File: config.mk
export PLATFORM = sky130hd
export DESIGN_NAME = demux_scan
export DESIGN_NICKNAME = d
export VERILOG_FILES = /design/src/rtl/demux_scan.sv
export SDC_FILE = /design/constraint.sdc
export NUM_CORES = 1
export LEC_CHECK = 0
export ABC_AREA = 1
export BUFFER_PORTS_ARGS = -buffer_cell sky130_fd_sc_hd__clkbuf_2
export CORE_MARGIN = 8
export CORE_UTILIZATION = 41
export CTS_CLUSTER_DIAMETER = 50
export DETAILED_ROUTE_END_ITERATION = 7
export PLACE_DENSITY = 0.79
export SYNTH_ARGS = -nofsm -noshare
export SYNTH_HDL_FRONTEND = slang
export SYNTH_SLANG_ARGS = --single-unit
File: constraint.sdc
create_clock -name clk -period 1.4 [get_ports clk]
set_input_delay 0.07 -clock clk [delete_from_list [all_inputs] [get_ports clk]]
set_output_delay 0.07 -clock clk [all_outputs]
set_load 0.05 [all_outputs]
File: src/rtl/demux_scan.sv
// ---------------------------------------------------------------------------
// demux_scan
//
// Consumes the free-running clock counter and steps a one-hot demux select
// across N_CH channels. A scan strobe is produced on every 0->1 transition
// of counter bit TAP_BIT. Every strobe starts a blanking gap of BLANK_CYC
// cycles with all selects off. The next channel is then driven with its data
// word, which is latched at the moment the channel turns on.
//
// Ports
//   clk          system clock, all logic on the rising edge
//   neg_reset    synchronous, active-low reset
//   cnt_in       counter value from the clock counter (only TAP_BIT is used)
//   data_in      channel data, channel k = data_in[k*DW +: DW]
//   sel_out      one-hot channel select, all-zero while blanked or idle
//   data_out     latched data of the active channel, zero while blanked
//   ch_idx       index of the channel being driven or about to be driven
//   frame_start  one-cycle pulse when channel 0 is switched on
// ---------------------------------------------------------------------------
module demux_scan #(
    parameter int CNT_WIDTH = 32,
    parameter int TAP_BIT   = 15,
    parameter int N_CH      = 4,
    parameter int CH_W      = 2,
    parameter int DW        = 8,
    parameter int BLANK_CYC = 4
) (
    input  logic                 clk,
    input  logic                 neg_reset,
    input  logic [CNT_WIDTH-1:0] cnt_in,
    input  logic [N_CH*DW-1:0]   data_in,
    output logic [N_CH-1:0]      sel_out,
    output logic [DW-1:0]        data_out,
    output logic [CH_W-1:0]      ch_idx,
    output logic                 frame_start
);

    localparam int BW = (BLANK_CYC > 1) ? $clog2(BLANK_CYC) : 1;
    localparam logic [BW-1:0]   BLANK_LOAD = BW'(BLANK_CYC - 1);
    localparam logic [CH_W-1:0] LAST_CH    = CH_W'(N_CH - 1);

    typedef enum logic [1:0] {
        IDLE,
        BLANK,
        DRIVE
    } state_t;

    state_t          state, state_next;
    logic [BW-1:0]   blank_cnt, blank_next;
    logic [CH_W-1:0] ch_next;
    logic [N_CH-1:0] sel_next, sel_dec;
    logic [DW-1:0]   data_next, data_sel;
    logic            fs_next;
    logic            tap_prev;
    logic            armed;
    logic            strobe;

    // Only the tap bit of the counter matters; the remaining bits are folded
    // into a deliberately unused net so the port can keep its full width.
    logic            unused_cnt_bits;
    assign unused_cnt_bits = ^cnt_in;

    // armed masks the first cycle after reset. Until then tap_prev holds the
    // reset value rather than a real sample, so a high tap bit would
    // otherwise look like a rising edge.
    assign strobe = armed & cnt_in[TAP_BIT] & ~tap_prev;

    // Decode the current channel index into a one-hot select and pick the
    // matching data slice. The loop keeps every index a constant.
    always_comb begin
        sel_dec  = '0;
        data_sel = '0;
        for (int k = 0; k < N_CH; k++) begin
            if (ch_idx == CH_W'(k)) begin
                sel_dec[k] = 1'b1;
                data_sel   = data_in[k*DW +: DW];
            end
        end
    end

    // Next-state and output logic. All outputs are registered. DRIVE only
    // keeps what was latched when the channel turned on, so later changes
    // on data_in stay invisible until the next channel. Strobes that arrive
    // during BLANK are simply dropped.
    always_comb begin
        state_next = state;
        blank_next = blank_cnt;
        ch_next    = ch_idx;
        sel_next   = sel_out;
        data_next  = data_out;
        fs_next    = 1'b0;
        case (state)
            IDLE: begin
                sel_next  = '0;
                data_next = '0;
                if (strobe) begin
                    state_next = BLANK;
                    blank_next = BLANK_LOAD;
                end
            end
            BLANK: begin
                sel_next  = '0;
                data_next = '0;
                if (blank_cnt == '0) begin
                    state_next = DRIVE;
                    sel_next   = sel_dec;
                    data_next  = data_sel;
                    fs_next    = (ch_idx == '0);
                end else begin
                    blank_next = blank_cnt - 1'b1;
                end
            end
            DRIVE: begin
                if (strobe) begin
                    state_next = BLANK;
                    blank_next = BLANK_LOAD;
                    ch_next    = (ch_idx == LAST_CH) ? '0 : ch_idx + 1'b1;
                    sel_next   = '0;
                    data_next  = '0;
                end
            end
            default: begin
                state_next = IDLE;
                sel_next   = '0;
                data_next  = '0;
            end
        endcase
    end

    // State and output registers. Reset is synchronous and may hit at any
    // point of the scan. While reset is asserted the edge detector is cleared
    // and disarmed, because the counter drives garbage during that time.
    always_ff @(posedge clk) begin
        if (!neg_reset) begin
            state       <= IDLE;
            blank_cnt   <= '0;
            ch_idx      <= '0;
            sel_out     <= '0;
            data_out    <= '0;
            frame_start <= 1'b0;
            tap_prev    <= 1'b0;
            armed       <= 1'b0;
        end else begin
            state       <= state_next;
            blank_cnt   <= blank_next;
            ch_idx      <= ch_next;
            sel_out     <= sel_next;
            data_out    <= data_next;
            frame_start <= fs_next;
            tap_prev    <= cnt_in[TAP_BIT];
            armed       <= 1'b1;
        end
    end

endmodule

==> summary.txt <==
Run status
  – Status: finished clean

Drt
  – Number of routed nets with antenna violations: 0
  – Routed WL: 3120 um
  – DR vias: 1298
  – Wire per inst: 11.5 um
  – Pre-antenna DRT Iters: 5
  – Drt drc: 0
  – Initial drt markers: 61
  – Vias per cell: 4.79

Synth
  – Synth top area share: 35.4%
  – Post-synth EDFFs: 0
  – Count leader, synth: nand2_1
  – Synth Net Count: 253
  – Mean Syn Cell Area: 6.52 sq um
  – Synth top cells by count: nand2_1, nand3_1, nor2_1
  – Synth area leader: dfxtp_1
  – Yosys reg bits: 21
  – Post-synthesis cell count: 182
  – Synth Flop Type: dfxtp_1
  – Sequential element share of the synthesized area: 35.4%
  – Unique masters post-synth: 20
  – Syn Std Cell Area: 1190 sq um
  – Async SR Flop Fraction: 0%
  – Top cells by area, synth: dfxtp_1, nand2_1, nand3_1
  – Synth Warn #: 0

Floorplan
  – Die Area: 4870 sq um
  – I/O pin count: 81
  – # rows: 19
  – Floorplan core area: 2760 sq um
  – DIE HEIGHT: 69.8 um
  – Initial Util: 43.0%
  – Die X: 69.8 um

Cells and area
  – Ant diodes: 0
  – Syn-to-layout area delta: 31.5%
  – Share of cells above drive strength 1: 32.1%
  – Fin nets: 312
  – Final cell count without fillers: 271

Power and ir drop
  – Max IR drop VDD: 0.000840 V
  – Total Power: 0.00112 W
  – Lkg Pwr: 0.838 nW
  – Pwr dens: 721 nW/um^2

STA
  – Final Hold Viols: 0
  – Final setup fails: 0
  – Fmax: 0.790 GHz
  – Unrepaired setup endpoints after global routing: no
  – Slew HR: 68.9%
  – Slew of the pin with the lowest slew margin: 0.466 ns
  – Period utilization: 90.4%
  – Count of pins over their slew limit: 0
  – Setup tns final: 0 ns
  – Setup Skew: 0.00768 ns
  – Tmin final: 1.27 ns
  – Setup ws final: 0.135 ns

Clocking
  – Clock slew at reported path FFs: 0.12 ns
  – H-tree levels: 1
  – Worst-Skew Late Latency: 0.31 ns
  – Total CTS buffers: 3
  – Clock Sinks: 21
  – TritonCTS clock tree: done
  – Root Buffer Master: clkbuf_4
  – Clock buffer depth: 2

Global route
  – Global-route wire length before repair: 5570 um
  – Initial antenna violation count: 0
  – Number of global-route vias before repair: 1286
  – Largest net degree at the start of global routing: 15
  – Gr ovfl total: 0
  – All-Layer GR Usage: 13.5%

Critical path
  – Critical Path End Type: register
  – Critical path class: reg -> reg
  – Critical-path maximum fanout: 7
  – Worst setup SP type: register
  – WP data required: 1.59 ns
  – CP arrival: 1.45 ns

Flow run
  – Max-cap violations: 0

Place
  – Final HPWL DP: 2580 um
  – GP Congestion: 0.821
  – Port bufs: 49
  – Placed cell count: 264
  – DP Worst Slack: 0.0783 ns

Min path
  – Worst Hold Class: in -> reg
-- kinds of logic after synthesis --
group,Yosys count,share of synthesized area [%]
compound gates,24,11.0
fa+ha+maj,5,5.27
buf+inv,28,10.2
flops,21,35.4
simple gates,104,38.1
-- what timing repair did --
item / CTS / global route
buffers inserted: 0 / 1
hold endpoints to repair: 2 / 0
setup endpoints to repair: 0 / 8
hold buffers: 2 / 0
gates resized for setup: 0 / 3
-- area by class of cell --
class | instances | area [sq um]
repair buffers | 61 | 340
clock inverters | 1 | 5.00
flip-flops and latches | 21 | 428
well taps | 31 | 38.8
fillers | 295 | 1200
clock buffers | 3 | 22.5
inverters | 21 | 78.8
multi-input cells | 133 | 647
-- path summary, 6_finish.rpt --
check,startpoint,end,depth (start not counted),slack [ns]
hold reg to reg,blank_cnt[1],blank_cnt[1],2,0.47
hold / removal,data_in[26],data_out[2],5,0.12
setup reg to reg,ch_idx[0],data_out[6],7,0.13
setup / recovery,ch_idx[0],data_out[6],7,0.13
-- cells in the final DEF (no fill, tap or decap) --
master / instances
nand2_1: 52
clkbuf_2: 49
nand3_1: 23
nor2_1: 22
a21oi_1: 20
dfxtp_1: 19
inv_1: 17
buf_4: 10
inv_2: 4
ha_1: 4
clkbuf_4: 3
a21oi_2: 2
dfxtp_4: 2
dlygate4sd3_1: 2
nor2_2: 1
nand2_2: 1
nor2_4: 1
nand2_4: 1
nor3_2: 1
o21a_1: 1
or2_0: 1
nand3b_1: 1
o21ai_0: 1
ha_2: 1
clkinv_2: 1
-- flip-flops by register name, indices dropped and copies added, names as in the netlist --
signal / count
armed: 1
blank_cnt: 2
ch_idx: 2
data_out: 8
frame_start: 1
sel_out: 4
state: 2
tap_prev: 1
-- critical path, cell delays in order (launching register included) --
cell and delay, ns:
dfxtp_4 0.38, inv_1 0.07, ha_1 0.23, buf_4 0.17, a21oi_1 0.12, nand2_1 0.07, nand2_1 0.06, a21oi_1 0.06
-- report_power, final --
part | internal [W] | switching [W] | total [W]
Clock | 0.000107 | 0.000184 | 0.000291
Sequential | 0.000611 | 0.00000823 | 0.000620
Combinational | 0.0000883 | 0.000126 | 0.000214
-- through the flow --
stage / util [%] / cell area [sq um] / hold slack [ns]
floorplan: - / 1190 / 0.0977
global placement: 54.4 / 1500 / 0.272
detailed placement: 54.4 / 1500 / 0.278
CTS: 56.1 / 1550 / 0.114
global route: 56.6 / 1560 / 0.119
finish: 56.6 / 1560 / 0.115
-- metal layers --
metal	up-vias	track usage [%]	wire length, um
li1	688	-	-
met1	569	13.6	1280
met2	37	24.0	1510
met3	4	6.29	295
met4	0	4.02	35
met5	-	0	0
(Power assumes the default switching activity.)
